### config.mk
export PLATFORM = sky130hd
export DESIGN_NAME = sn_window_decoder
export DESIGN_NICKNAME = d
export VERILOG_FILES = /design/src/rtl/sn_window_decoder.sv
export SDC_FILE = /design/constraint.sdc
export NUM_CORES = 1
export LEC_CHECK = 0
export ABC_AREA = 1
export BUFFER_PORTS_ARGS = -buffer_cell sky130_fd_sc_hd__buf_2
export CAP_MARGIN = 20
export CORE_MARGIN = 1.5
export CORE_UTILIZATION = 30
export CTS_CLUSTER_SIZE = 40
export DETAILED_ROUTE_END_ITERATION = 10
export HOLD_SLACK_MARGIN = 0.06
export MAX_ROUTING_LAYER = met4
export PLACE_DENSITY = 0.52
export SLEW_MARGIN = 20
export SYNTH_ARGS = -nofsm -noshare
export SYNTH_HDL_FRONTEND = slang
export SYNTH_SLANG_ARGS = --single-unit
### constraint.sdc
create_clock -name clk -period 1.2 [get_ports clk]
set_clock_uncertainty 0.05 [all_clocks]
set_input_delay 0.06 -clock clk [delete_from_list [all_inputs] [get_ports clk]]
set_output_delay 0.06 -clock clk [all_outputs]
set_load 0.005 [all_outputs]
### src/rtl/sn_window_decoder.sv
// Stochastic-to-binary decoder: counts ones per window of 2**WIN_LOG2 accepted bits; SN_DEC_BIPOLAR_EN gives signed 2*ones-N.
// Latency: result valid 1 cycle after the window's last accepted bit.
// Backpressure: none on input; a window closing while dout is stalled is dropped and sets sticky overrun.
module sn_window_decoder #(
    parameter int WIN_LOG2 = 3,
`ifdef SN_DEC_BIPOLAR_EN
    localparam int OUT_W = WIN_LOG2 + 2
`else
    localparam int OUT_W = WIN_LOG2 + 1
`endif
) (
    input  logic                clk,
    input  logic                rst_n,
    input  logic                clear,
    input  logic                sn_bit,
    input  logic                sn_valid,
    output logic [OUT_W-1:0]    dout,
    output logic                dout_valid,
    input  logic                dout_ready,
    output logic                overrun,
    output logic [WIN_LOG2-1:0] win_fill
);

    localparam logic [WIN_LOG2-1:0] LAST_FILL = '1;
    localparam logic [OUT_W-1:0]    N_OUT     = OUT_W'(2 ** WIN_LOG2);

    logic [WIN_LOG2-1:0] fill_q, fill_d;
    logic [WIN_LOG2-1:0] ones_q, ones_d;
    logic [OUT_W-1:0]    dout_q, dout_d;
    logic                vld_q, vld_d;
    logic                ovr_q, ovr_d;
    logic [WIN_LOG2:0]   cand;
    logic [OUT_W-1:0]    cand_out;
    logic                accept;
    logic                close;

    assign accept = sn_valid && !clear;
    assign close  = accept && (fill_q == LAST_FILL);
    // Candidate spans 0..N, one bit wider than the running ones count.
    assign cand   = (WIN_LOG2 + 1)'(ones_q) + (WIN_LOG2 + 1)'(sn_bit);

`ifdef SN_DEC_BIPOLAR_EN
    assign cand_out = {cand, 1'b0} - N_OUT;
`else
    assign cand_out = cand;
`endif

    always_comb begin
        fill_d = fill_q;
        ones_d = ones_q;
        dout_d = dout_q;
        vld_d  = vld_q;
        ovr_d  = ovr_q;
        if (clear) begin
            fill_d = '0;
            ones_d = '0;
            vld_d  = 1'b0;
            ovr_d  = 1'b0;
        end else begin
            if (accept) begin
                if (close) begin
                    fill_d = '0;
                    ones_d = '0;
                end else begin
                    fill_d = fill_q + WIN_LOG2'(1);
                    ones_d = ones_q + WIN_LOG2'(sn_bit);
                end
            end
            if (close) begin
                if (!vld_q || dout_ready) begin
                    dout_d = cand_out;
                    vld_d  = 1'b1;
                end else begin
                    ovr_d  = 1'b1;
                end
            end else if (vld_q && dout_ready) begin
                vld_d = 1'b0;
            end
        end
    end

    always_ff @(posedge clk or negedge rst_n) begin
        if (!rst_n) begin
            fill_q <= '0;
            ones_q <= '0;
            dout_q <= '0;
            vld_q  <= 1'b0;
            ovr_q  <= 1'b0;
        end else begin
            fill_q <= fill_d;
            ones_q <= ones_d;
            dout_q <= dout_d;
            vld_q  <= vld_d;
            ovr_q  <= ovr_d;
        end
    end

    assign dout       = dout_q;
    assign dout_valid = vld_q;
    assign overrun    = ovr_q;
    assign win_fill   = fill_q;

endmodule
==> flow_summary.toml <==
[run_status]
violations = "negative setup slack"
status = "finished with violations"

[global_routing]
grt_overflow = 0
grt_pass1_wl_um = 1794
first_global_vias = 426
antenna_found_initial = 0
grt.total_usage_pct = 12.69
grt_max_degree = 13

[placed_design]
io_buffers = 14
gp_congestion = 0.7470
place_inst = 104
dpl_cell_area_um2 = 663.1
hpwlAfterDp_um = 764.9

[synth]
ys_warn_count = 0
synth_most_common_cell = "nand2_1"
synth_xor_area_share_pct = 1.595
syn_area_per_cell_um2 = 8.582
synth_nets = 74
synth_top_area_share_pct = 54.67
synth_compound_area_share_pct = 2.733
yosysSeqAreaShare_pct = 54.67
synth-adder-area-share_pct = 9.112
synth_common_cells = "nand2_1, dfrtp_1, inv_1"
muxShareOfSynthArea_pct = 0
synth-main-ff-cell = "dfrtp_1"
synthCells = 64
synth_top_family_by_area = "simple AND/OR/NAND/NOR gates"
synth.area.top_cells = "dfrtp_1, nand2_1, ha_1, inv_1, o21ai_0"
syn_area_um2 = 549.3
yosys.area.top_type = "dfrtp_1"
synthDistinctLibCells = 11
synth-simple-area-share_pct = 27.79
yosys_register_bits = 12
synth_edf_count = 0
async_flop_share_pct = 100.0

[floorplanning]
dieArea_um2 = 2097
ios = 15
start_util_pct = 31.81
die_h_um = 45.79
die-width_um = 45.79
core_region_area_um2 = 1727
rows = 15

[timing]
grt_setup_unrepaired = "yes"
finalSetupViolCount = 3
fin_crit_ps = 1204
setup_ws_ps = -3.760
min_period_over_period_pct = 100.3
slew_violations = 0
holdWs_ps = 46.09
worst_pin_slew_ps = 399.4
relSlewSlack_pct = 73.27
finalHoldViolations = 0
max_freq_mhz = 830.7

[setup_path]
cp-startpoint = "win_fill[0]$_DFFE_PN0P_"
worst_setup_path_start_kind = "register"
cp_top_family = "flip-flops"
path_max_fanout = 4
reg2reg_depth = 6
crit_buf_inv = 0
cp_cell_sequence = "ha_2 -> ha_4 -> nand3_2 -> nor2_4 -> nand2_1 -> nand2_1"
r2r-start = "win_fill[0]$_DFFE_PN0P_"
worstPathArrival_ps = 1370
end_kind = "register"
path_depth = 6
worstSetupPathType = "register to register"
cp_common_cell = "nand2_1"
slowest_delay_ps = 370
slowest_stage = "dfrtp_1"
crit_required_ps = 1370

[detailed_routing]
wire_per_inst_um = 9.757
ant_nets = 0
via_per_inst = 4.139
drc_errors = 0
num_vias = 476
drtIter0Drc = 3
routed_wl_um = 1122
first_pass_iters = 4

[layout]
final_cells = 115
fin_area_um2 = 792.0
fin_nets = 101
area_growth_pct = 44.19
final_layout_size_suffix_gt1_share_pct = 35.56
fillers = 181
n_antenna_cell = 0
multi_input_area_um2 = 261.5
fin_util_pct = 45.87
regArea_um2 = 300.3

[worst_hold_path]
min_path_type = "primary input to register"
min_from = "clear"
hold_depth = 4

[clock_tree]
clock-sinks = 12
clock_path_buffers = 2
cts-root-buf = "clkbuf_4"
cts_buffers = 3
clock_latency_ps = 270
cts_max_level = 1
cts_tree = "done"
clkSlewWorstSetupHoldPaths_ps = 80

[run]
drv_cap = 0

[power_and_ir_drop]
power_mw = 0.8337
p_leak_nw = 0.4594
cellPowerDensity_nw_per_um2 = 1053
ir_drop_v = 0.0005212
## path summary, 6_finish.rpt
path / slack, ps / end
hold reg to reg: 420 / dout[2]$_DFFE_PN0P_
setup / recovery: -4 / dout[2]$_DFFE_PN0P_
hold / removal: 50 / win_fill[0]$_DFFE_PN0P_
max in group asynchronous: 750 / dout[0]$_DFFE_PN0P_
setup reg to reg: -4 / dout[2]$_DFFE_PN0P_
min in group asynchronous: 140 / overrun$_DFFE_PN0P_
## metrics by stage
step                      setup TNS, ps  worst slack, ps
after floorplan                       0            5.620
after global placement           -110.4           -20.00
after detailed placement         -183.2           -25.23
after CTS                             0           0.1538
after global routing             -458.9           -70.96
final                            -9.116           -3.760
## cell type report
type	count	area share [%]
inverter	6	2.844
multi-input combinational	46	33.02
clock buffer	4	4.581
tap	25	3.949
timing repair buffer	22	17.69
sequential	12	37.91
## cell families (layout without fill, tap and decap cells)
family,Yosys count,count (layout)
simple gates,38,38
fa+ha+maj,4,4
xor+xnor,1,1
compound gates,3,3
buf+inv,6,32
flops,12,12
## layout by cell type, fill, tap and decap left out, types with 2 or more instances in the layout
cell	count
buf_2	14
nand3_2	2
buf_4	4
nand2_1	30
nor2_1	2
o21ai_0	2
inv_2	2
inv_1	4
dlygate4sd3_1	4
dfrtp_1	12
ha_2	2
clkbuf_4	3
## routing by layer
layer | up-vias | GRT usage (%) | routed length (um)
li1 | 254 | - | -
met2 | 10 | 19.44 | 570
met4 | 0 | 8.571 | 15
met5 | - | - | 0
met1 | 210 | 14.22 | 515
met3 | 2 | 3.571 | 20
## where the power goes
group / leakage, nW / internal [mW] / switching [mW]
logic: 0.273 / 0.0450 / 0.0432
registers: 0.165 / 0.414 / 0.00674
clock network: 0.0210 / 0.184 / 0.140
## flip-flops by register name, indices dropped and copies added, names as in the netlist
signal	count
win_fill	3
ones_q	3
dout_valid	1
dout	4
overrun	1
## worst min-delay path: cells and delay by family
kind	cells	cell delay [ps]
and+or+nand+nor	2	120
buffers and inverters	1	100
AOI/OAI and AO/OA	1	60
## what timing repair did
action	in CTS	in global routing
hold buffers	4	0
endpoints found under the hold margin	15	0
setup buffers	1	2
pin swaps	0	1
resized for setup	4	5
setup endpoints to repair	9	10
Power figures use the tool's default switching activity.
